### src/rtl/uart_tx_ctrl.sv
// ---------------------------------------------------------------------------
// uart_tx_ctrl
//
// Transmit-path sequencer between the downstream FWFT FIFO and the TX
// serializer. Frames are popped from the FIFO head and handed to the
// serializer over a valid/ready handshake. Hardware flow control (CTS) and an
// enable gate hold back new frames. After the serializer reports the stop bit,
// a programmable inter-frame gap is inserted. Entries flagged with a parity
// error are dropped, and a level flush drains the FIFO while nothing is in
// flight. Completion, drop and CTS-timeout events are single-cycle pulses for
// the IRQ generator. Busy and frame-count status go to the register map.
//
// Ports:
//   i_clk, i_rst           clock, synchronous active-high reset
//   i_enable               transmitter enable
//   i_hw_flow_en, i_cts    flow-control enable and synchronized clear-to-send
//   i_flush                drain the FIFO while IDLE / WAIT_CTS (level)
//   i_gap_cycles           idle cycles inserted after each frame
//   i_fifo_*               FWFT FIFO head (valid, data, parity error)
//   o_fifo_rd_req          pop the FIFO head, one pulse per entry
//   o_tx_valid, o_tx_data  byte offered to the serializer
//   i_tx_ready, i_tx_done  serializer accept and end-of-frame pulse
//   o_tx_done              pulse per completed frame
//   o_drop                 pulse per entry discarded for a parity error
//   o_cts_timeout          pulse each time CTS has been low for CTS_TIMEOUT cycles
//   o_busy                 state is not IDLE
//   o_frame_cnt            frames sent, wraps
// ---------------------------------------------------------------------------
module uart_tx_ctrl #(
    parameter int DATA_WIDTH  = 8,
    parameter int GAP_WIDTH   = 8,
    parameter int CTS_TIMEOUT = 65535,
    parameter int CNT_WIDTH   = 16
) (
    input  logic                  i_clk,
    input  logic                  i_rst,
    input  logic                  i_enable,
    input  logic                  i_hw_flow_en,
    input  logic                  i_cts,
    input  logic                  i_flush,
    input  logic [GAP_WIDTH-1:0]  i_gap_cycles,
    input  logic                  i_fifo_valid,
    input  logic [DATA_WIDTH-1:0] i_fifo_data,
    input  logic                  i_fifo_parity_error,
    output logic                  o_fifo_rd_req,
    output logic                  o_tx_valid,
    output logic [DATA_WIDTH-1:0] o_tx_data,
    input  logic                  i_tx_ready,
    input  logic                  i_tx_done,
    output logic                  o_tx_done,
    output logic                  o_drop,
    output logic                  o_cts_timeout,
    output logic                  o_busy,
    output logic [CNT_WIDTH-1:0]  o_frame_cnt
);

    localparam logic [2:0] ST_IDLE      = 3'd0;
    localparam logic [2:0] ST_WAIT_CTS  = 3'd1;
    localparam logic [2:0] ST_SEND      = 3'd2;
    localparam logic [2:0] ST_WAIT_DONE = 3'd3;
    localparam logic [2:0] ST_GAP       = 3'd4;

    // The timeout counter only has to reach CTS_TIMEOUT-1.
    localparam int TO_WIDTH = (CTS_TIMEOUT > 1) ? $clog2(CTS_TIMEOUT) : 1;
    localparam logic [TO_WIDTH-1:0] TO_LAST =
        (CTS_TIMEOUT > 0) ? TO_WIDTH'(CTS_TIMEOUT - 1) : '0;
    localparam logic [GAP_WIDTH-1:0] GAP_ONE = GAP_WIDTH'(1);

    logic [2:0]            state_q,       state_d;
    logic [DATA_WIDTH-1:0] tx_data_q,     tx_data_d;
    logic                  tx_valid_q,    tx_valid_d;
    logic                  tx_done_q,     tx_done_d;
    logic                  drop_q,        drop_d;
    logic                  cts_timeout_q, cts_timeout_d;
    logic                  busy_q,        busy_d;
    logic [CNT_WIDTH-1:0]  frame_cnt_q,   frame_cnt_d;
    logic [GAP_WIDTH-1:0]  gap_cnt_q,     gap_cnt_d;
    logic [TO_WIDTH-1:0]   cts_cnt_q,     cts_cnt_d;
    logic                  fifo_pop;

    // Next-state and datapath logic.
    // The FIFO pop is combinational so that the head is consumed in the same
    // cycle in which the decision is made. The FWFT FIFO then presents the
    // next entry in the following cycle. This lets a flush drain one entry per
    // cycle.
    always_comb begin
        state_d       = state_q;
        tx_data_d     = tx_data_q;
        frame_cnt_d   = frame_cnt_q;
        gap_cnt_d     = gap_cnt_q;
        cts_cnt_d     = '0;
        fifo_pop      = 1'b0;
        drop_d        = 1'b0;
        tx_done_d     = 1'b0;
        cts_timeout_d = 1'b0;

        case (state_q)
            ST_IDLE: begin
                // A flush outranks everything and pops even when the
                // transmitter is disabled.
                if (i_flush && i_fifo_valid) begin
                    fifo_pop = 1'b1;
                end else if (i_enable && i_fifo_valid) begin
                    if (i_fifo_parity_error) begin
                        fifo_pop = 1'b1;
                        drop_d   = 1'b1;
                    end else if (i_hw_flow_en && !i_cts) begin
                        // Leave the byte in the FIFO. It is re-evaluated here
                        // once CTS returns.
                        state_d = ST_WAIT_CTS;
                    end else begin
                        fifo_pop  = 1'b1;
                        tx_data_d = i_fifo_data;
                        state_d   = ST_SEND;
                    end
                end
            end

            ST_WAIT_CTS: begin
                // Every exit goes through IDLE so that the full priority
                // decode (flush, parity, CTS) runs again on the head entry.
                if (i_cts || !i_enable || !i_hw_flow_en || i_flush) begin
                    state_d = ST_IDLE;
                end else if (CTS_TIMEOUT != 0) begin
                    if (cts_cnt_q == TO_LAST) begin
                        cts_timeout_d = 1'b1;
                    end else begin
                        cts_cnt_d = cts_cnt_q + 1'b1;
                    end
                end
            end

            ST_SEND: begin
                if (i_tx_ready) begin
                    state_d = ST_WAIT_DONE;
                end
            end

            ST_WAIT_DONE: begin
                if (i_tx_done) begin
                    tx_done_d   = 1'b1;
                    frame_cnt_d = frame_cnt_q + 1'b1;
                    if (i_gap_cycles != '0) begin
                        gap_cnt_d = i_gap_cycles;
                        state_d   = ST_GAP;
                    end else begin
                        state_d = ST_IDLE;
                    end
                end
            end

            ST_GAP: begin
                // The counter holds the number of GAP cycles still to spend,
                // including the current one.
                if (gap_cnt_q <= GAP_ONE) begin
                    gap_cnt_d = '0;
                    state_d   = ST_IDLE;
                end else begin
                    gap_cnt_d = gap_cnt_q - 1'b1;
                end
            end

            default: begin
                state_d = ST_IDLE;
            end
        endcase

        // Valid and busy are registered decodes of the state being entered.
        // They therefore line up exactly with the state register.
        tx_valid_d = (state_d == ST_SEND);
        busy_d     = (state_d != ST_IDLE);
    end

    // State and output registers.
    // A reset abandons any frame in flight immediately.
    always_ff @(posedge i_clk) begin
        if (i_rst) begin
            state_q       <= ST_IDLE;
            tx_data_q     <= '0;
            tx_valid_q    <= 1'b0;
            tx_done_q     <= 1'b0;
            drop_q        <= 1'b0;
            cts_timeout_q <= 1'b0;
            busy_q        <= 1'b0;
            frame_cnt_q   <= '0;
            gap_cnt_q     <= '0;
            cts_cnt_q     <= '0;
        end else begin
            state_q       <= state_d;
            tx_data_q     <= tx_data_d;
            tx_valid_q    <= tx_valid_d;
            tx_done_q     <= tx_done_d;
            drop_q        <= drop_d;
            cts_timeout_q <= cts_timeout_d;
            busy_q        <= busy_d;
            frame_cnt_q   <= frame_cnt_d;
            gap_cnt_q     <= gap_cnt_d;
            cts_cnt_q     <= cts_cnt_d;
        end
    end

    assign o_fifo_rd_req = fifo_pop;
    assign o_tx_valid    = tx_valid_q;
    assign o_tx_data     = tx_data_q;
    assign o_tx_done     = tx_done_q;
    assign o_drop        = drop_q;
    assign o_cts_timeout = cts_timeout_q;
    assign o_busy        = busy_q;
    assign o_frame_cnt   = frame_cnt_q;

endmodule
### config.mk
export PLATFORM = sky130hd
export DESIGN_NAME = uart_tx_ctrl
export DESIGN_NICKNAME = d
export VERILOG_FILES = /design/src/rtl/uart_tx_ctrl.sv
export SDC_FILE = /design/constraint.sdc
export NUM_CORES = 1
export LEC_CHECK = 0
export ABC_CLOCK_PERIOD_IN_PS = 1900
export CORE_MARGIN = 3
export CORE_UTILIZATION = 53
export CTS_BUF_LIST = sky130_fd_sc_hd__clkbuf_4 sky130_fd_sc_hd__clkbuf_8
export DETAILED_ROUTE_END_ITERATION = 7
export PLACE_DENSITY = 0.82
export SKIP_LAST_GASP = 1
export SLEW_MARGIN = 20
export SYNTH_ARGS = -nofsm -noshare
export SYNTH_HDL_FRONTEND = slang
export SYNTH_SLANG_ARGS = --single-unit
### constraint.sdc
create_clock -name i_clk -period 1.9 [get_ports i_clk]
set_input_delay 0.38 -clock i_clk [delete_from_list [all_inputs] [get_ports i_clk]]
set_output_delay 0.38 -clock i_clk [all_outputs]
set_load 0.05 [all_outputs]
==> flow_summary_export.csv, run 1 <==
group,metric,value,unit
detailed_routing,num_vias,2537,
setup_path,cpMaxStageDelayCell,"or4_1",
timing,setup_viol,0,
timing,setup_tns,0,ns
floorplanning,core-area,4848,µm²
detailed_routing,ant_nets,0,
floorplanning,die_h,77.91,µm
pwr,powerDensity,535.8,nW/µm²
min_path,hp-class,"reg2reg",
timing,final-hold-violation-count,0,
placed_design,gp_congestion,0.8498,
final_layout,finalNetCount,418,
detailed_routing,first_pass_iters,4,
setup_path,cp_num_buf_inv,1,
global_routing,grt_pass1_wl,10.93,mm
placed_design,io_buffers,55,
placed_design,dpl.hpwl,4.998,mm
yosys,ys_warn_count,0,
cts,cts_hold_buf,0,
cts,cts.path.max_buffers,2,
yosys,synth_edf_count,0,
yosys,ys_seq_area_frac,0.4091,
global_routing,grt_antenna_before_repair,0,
cts,h-tree-depth,2,
final_layout,antenna_cells,0,
timing,maxSlewViolCount,0,
yosys,synth_area,2740,µm²
yosys,syn_nets,334,
timing,finalClockSkew,0.004744,ns
final_layout,final_common_cell,"dfxtp_1",
detailed_routing,vias_per_cell,5.588,
floorplanning,die_w,77.91,µm
setup_path,crit_path_end_kind,"register",
floorplanning,io_pins,56,
cts,cts.sinks,56,
setup_path,crit_fanout,4,
setup_path,cp_cell_sequence,"clkdlybuf4s50_1, or4_1, o21a_1, o221a_2, a211oi_2",
timing,finalCritPeriodShare,0.9926,
setup_path,worst-setup-path-type,"in2reg",
timing,period_minus_slack,1.886,ns
final_layout,layout-drive-gt1-share,0.1964,
global_routing,grt_max_degree,21,
detailed_routing,routedWlPerCell,14.45,µm
final_layout,area_growth_syn_to_layout,34.25,%
cts,cts_root_buffer,"clkbuf_8",
setup_path,cp.arrival,2.12,ns
cts,cts_tree,"built",
cts,clock_latency,0.30,ns
cts,clkSlewWorstSetupHoldPaths,0.10,ns
detailed_routing,drc_errors,0,
flow_run,timing.max_cap.violations,0,
timing,worst_pin_slew,0.6611,ns
timing,rsz0062_at_grt,"true",
placed_design,pre_cts_ws,-0.2563,ns
global_routing,grt_pass1_vias,2375,
setup_path,critPathLaunchType,"input pin",
yosys,ys_types,62,
cts,cts_setup_buffers,0,
cts,cts_buffers,5,
setup_path,cp.required,2.13,ns
global_routing,grt-ovfl-total,0,
yosys,avgSynthCellArea,9.043,µm²
global_routing,grt_usage,0.2200,
floorplanning,initial_utilization,0.5652,
pwr,power.total,1.971,mW
final_layout,filler_cell_count,361,
detailed_routing,wl,6.562,mm
yosys,ys_ff_latch,56,
setup_path,cp_top_family,"compound AO/OA/AOI/OAI gates",
yosys,synthArstFlopShare,0,
timing,fin_ws,0.01404,ns
yosys,synth_cells,303,
detailed_routing,drt-initial-drc-count,170,
timing,timing.fmax,0.5302,GHz
setup_path,cp_slowest_stage_delay,0.61,ns
status,status,"complete, no violations",
timing,slew_headroom,0.5592,
pwr,ir_drop,0.4016,mV
floorplanning,fp-row-count,25,
final_layout,final_cell_mix,"53 x dfxtp_1, 44 x buf_4, 38 x nor2_1, 38 x clkdlybuf4s50_1, 19 x nand2_1",
pwr,power_leakage,1.453,nW
floorplanning,dieArea,6069,µm²
yosys,synth_top_flop_cell,"dfxtp_1",
-- path summary, 6_finish.rpt --
kind	from	end	slack, ns	depth (start not counted)
worst min register to register	cts_cnt_q[0]$_SDFF_PP0_	cts_cnt_q[0]$_SDFF_PP0_	0.48	1
worst min-delay path	cts_cnt_q[0]$_SDFF_PP0_	cts_cnt_q[0]$_SDFF_PP0_	0.48	1
worst max-delay path	i_gap_cycles[6]	gap_cnt_q[1]$_SDFFE_PP0P_	0.01	5
worst max register to register	gap_cnt_q[0]$_SDFFE_PP0P_	o_tx_valid$_SDFF_PP0_	0.09	7
-- layout make-up --
cell class | instances | area [µm²] | area share
multi-input cells | 223 | 1524 | 0.4143
well taps | 67 | 83.83 | 0.02279
inverters | 9 | 33.78 | 0.009184
flip-flops and latches | 56 | 1125 | 0.3058
clock inverters | 2 | 12.51 | 0.003401
repair buffers | 92 | 830.8 | 0.2259
clock buffers | 5 | 68.82 | 0.01871
-- registers in the layout (all words and copies together), names as in the netlist --
name,cells
o_tx_data,8
gap_cnt_q,8
o_tx_done,1
o_busy,1
o_cts_timeout,1
state_q,3
o_tx_valid,1
cts_cnt_q,16
o_frame_cnt,16
o_drop,1
-- synthesized netlist by cell type, types with 3 or more instances --
library cell | n | area (µm²)
dfxtp_1 | 56 | 1121
nor2_1 | 38 | 142.6
nand2_1 | 19 | 71.32
xor2_1 | 15 | 131.4
a21oi_1 | 14 | 70.07
nand3_1 | 14 | 70.07
nand4_1 | 11 | 68.82
o21ai_0 | 10 | 50.05
inv_1 | 9 | 33.78
mux2i_1 | 9 | 90.09
or3_1 | 8 | 50.05
nor2b_1 | 7 | 43.79
and3_1 | 6 | 37.54
buf_2 | 6 | 30.03
ha_1 | 5 | 62.56
and2_1 | 4 | 25.02
clkbuf_1 | 4 | 15.01
nor3_1 | 4 | 20.02
a221oi_1 | 3 | 26.28
a32oi_1 | 3 | 26.28
and4_1 | 3 | 26.28
buf_6 | 3 | 33.78
or4_1 | 3 | 22.52
xnor2_1 | 3 | 26.28
-- cells by family after synthesis --
family	synth area share
and+or+nand+nor	0.2708
AOI/OAI and AO/OA	0.1575
DFF	0.4091
buffers and inverters	0.04520
xor gates and xnor gates	0.05754
muxes	0.03699
adders and majority gates	0.02283
-- report_power, final --
part,switching [mW],internal [mW],leakage (nW),total (mW)
clock,0.368,0.251,0.0400,0.619
combinational,0.0780,0.0920,0.960,0.170
sequential,0.00355,1.18,0.453,1.18
-- stage by stage --
stage	hold WS (ns)	utilization	area, µm²	std cells
floorplan	0.4331	-	2749	303
global route	0.5119	0.7587	3679	454
CTS	0.4933	0.7535	3654	454
global placement	0.4519	0.7345	3561	447
detailed placement	0.4705	0.7345	3561	447
finish	0.4836	0.7587	3679	454
-- timing repair --
item,CTS,global route
endpoints found under the setup margin,19,10
resized for setup,6,8
pin swaps,1,1
-- layer usage --
layer  track usage  wire length, µm
met1        0.2839             2940
met2        0.3707             3238
met3       0.04060              309
met4       0.06993               72
met5             0                0
No activity file was read; power rests on OpenSTA's default activity.
==> run 2, diff against run 1 <==
--- a/config.mk
+++ b/config.mk
@@ -7,10 +7,10 @@
 export LEC_CHECK = 0
 export ABC_CLOCK_PERIOD_IN_PS = 1900
 export CORE_MARGIN = 3
-export CORE_UTILIZATION = 53
+export CORE_UTILIZATION = 45
 export CTS_BUF_LIST = sky130_fd_sc_hd__clkbuf_4 sky130_fd_sc_hd__clkbuf_8
 export DETAILED_ROUTE_END_ITERATION = 7
-export PLACE_DENSITY = 0.82
+export PLACE_DENSITY = 0.71
 export SKIP_LAST_GASP = 1
 export SLEW_MARGIN = 20
 export SYNTH_ARGS = -nofsm -noshare
==> flow_summary_export.csv, run 2 (synthesis results as in run 1) <==
group,metric,value,unit
status,status,"complete, no violations",
global_routing,grt-ovfl-total,0,
flow_run,timing.max_cap.violations,0,
setup_path,crit_path_end_kind,"output port",
global_routing,grt_antenna_before_repair,0,
min_path,min-delay-start,"cts_cnt_q[0]$_SDFF_PP0_",
floorplanning,die_w,84.04,µm
pwr,cell_internal_pwr,1.583,mW
setup_path,cp_cell_sequence,"or3b_4, nor3_4, buf_6",
floorplanning,fp-row-count,27,
floorplanning,io_pins,56,
detailed_routing,drt-initial-drc-count,80,
cts,h-tree-depth,2,
timing,fin_ws,0.01322,ns
global_routing,grt_usage,0.1836,
placed_design,gp_congestion,0.8671,
placed_design,place_area,3522,µm²
detailed_routing,ant_nets,0,
global_routing,grt_pass1_wl,10.71,mm
timing,setup_tns,0,ns
floorplanning,initial_utilization,0.4799,
detailed_routing,first_pass_iters,5,
cts,cts_hold_buf,0,
final_layout,layout-drive-gt1-share,0.2005,
timing,timing.fmax,0.5300,GHz
cts,cts_root_buffer,"clkbuf_8",
floorplanning,core-area,5709,µm²
min_path,min_path_cells,1,
cts,cts.path.max_buffers,2,
pwr,power_leakage,1.469,nW
min_path,hp-class,"reg2reg",
setup_path,r2r_end,"o_tx_data[1]$_SDFFE_PP0P_",
timing,fin_hold_ws,0.4865,ns
setup_path,critPathLaunchType,"register",
cts,cts_buffers,5,
setup_path,ff2ff_setup_slack,0.11,ns
pwr,p_comb_frac,0.084,
floorplanning,die_h,84.04,µm
setup_path,timing.rr.start,"state_q[1]$_SDFF_PP0_",
setup_path,cp.required,1.52,ns
final_layout,final_cell_mix,"52 x dfxtp_1, 40 x buf_4, 37 x nor2_1",
final_layout,finalNetCount,414,
timing,finalClockSkew,0.006770,ns
setup_path,cpMaxStageDelayCell,"or3b_4",
timing,worst_pin_slew,0.7037,ns
pwr,ir_drop,0.3660,mV
pwr,p_clk_frac,0.338,
setup_path,cp_slowest_stage_delay,0.44,ns
global_routing,grt_max_degree,37,
final_layout,fin_area,3695,µm²
detailed_routing,wl,6.358,mm
timing,finalCritPeriodShare,0.9930,
floorplanning,dieArea,7062,µm²
pwr,powerDensity,553.8,nW/µm²
timing,maxSlewViolCount,0,
cts,cts_tree,"built",
placed_design,dpl.hpwl,4.743,mm
pwr,switching_share,0.2265,
setup_path,worstRegToRegCells,6,
cts,clkSlewWorstSetupHoldPaths,0.09,ns
timing,final-hold-violation-count,0,
cts,clock_latency,0.31,ns
setup_path,crit_fanout,7,
min_path,min_to,"cts_cnt_q[0]$_SDFF_PP0_",
detailed_routing,routedWlPerCell,13.94,µm
pwr,p_sw,0.4635,mW
placed_design,io_buffers,55,
final_layout,antenna_cells,0,
pwr,power_frac_seq,0.578,
setup_path,worst-setup-path-type,"reg2out",
timing,period_minus_slack,1.887,ns
detailed_routing,vias_per_cell,5.491,
global_routing,grt_pass1_vias,2374,
timing,rsz0062_at_grt,"true",
timing,slew_headroom,0.5308,
timing,setup_viol,0,
setup_path,cp.arrival,1.51,ns
cts,cts.sinks,56,
final_layout,final_common_cell,"dfxtp_1",
placed_design,pre_cts_ws,-0.2873,ns
detailed_routing,drc_errors,0,
detailed_routing,num_vias,2504,
final_layout,final_util,0.6472,
final_layout,area_growth_syn_to_layout,34.84,%
pwr,power.total,2.046,mW
final_layout,filler_cell_count,477,
placed_design,numPlacedInstances,446,
final_layout,final-instance-count-excl-fill,456,
run 2: power groups by stage:
stage	sequential [mW]	combinational (mW)	clock, mW
3_5_place_dp	1.21	0.165	0
5_1_grt	1.18	0.184	0.766
3_3_place_gp	1.21	0.165	0
2_1_floorplan	1.23	0.0537	0
6_report	1.18	0.173	0.691
4_1_cts	1.18	0.170	0.713
run 2: worst max path at each step:
stage,startpoint,end,slack (ns)
after CTS,i_hw_flow_en,o_fifo_rd_req,-0.04
after global placement,i_gap_cycles[5],gap_cnt_q[0]$_SDFFE_PP0P_,-0.25
after global routing,state_q[1]$_SDFF_PP0_,o_fifo_rd_req,-0.04
after floorplan,o_frame_cnt[7]$_SDFFE_PP0P_,o_frame_cnt[15]$_SDFFE_PP0P_,0.01
after detailed placement,i_gap_cycles[5],gap_cnt_q[0]$_SDFFE_PP0P_,-0.29
final,state_q[1]$_SDFF_PP0_,o_fifo_rd_req,0.01
run 2: layout make-up:
type,count,area (µm²),share of cell area
Multi-Input combinational cell,223,1545,0.4182
Sequential cell,56,1126,0.3048
Timing Repair Buffer,88,802.0,0.2171
Clock buffer,7,90.09,0.02438
Tap cell,72,90.09,0.02438
Inverter,9,33.78,0.009143
Clock inverter,1,7.507,0.002032
run 2: critical path: cells and delay by family (launching register included):
kind	cells	cell delay [ns]
flip-flops	1	0.38
buffers and inverters	1	0.18
AND/OR/NAND/NOR	2	0.64
run 2: what timing repair did:
item,in CTS,in global routing
pin swaps,1,2
endpoints found under the setup margin,20,13
setup buffers,1,1
cloned,0,0
resized for setup,7,14
run 2: routing by layer:
| layer | global-route usage | vias up | part of all wire |
|---|---|---|---|
| li1 | - | 1250 | - |
| met1 | 0.2399 | 1165 | 0.47 |
| met2 | 0.2905 | 78 | 0.45 |
| met3 | 0.04936 | 11 | 0.057 |
| met4 | 0.06433 | 0 | 0.018 |
| met5 | 0 | - | 0 |
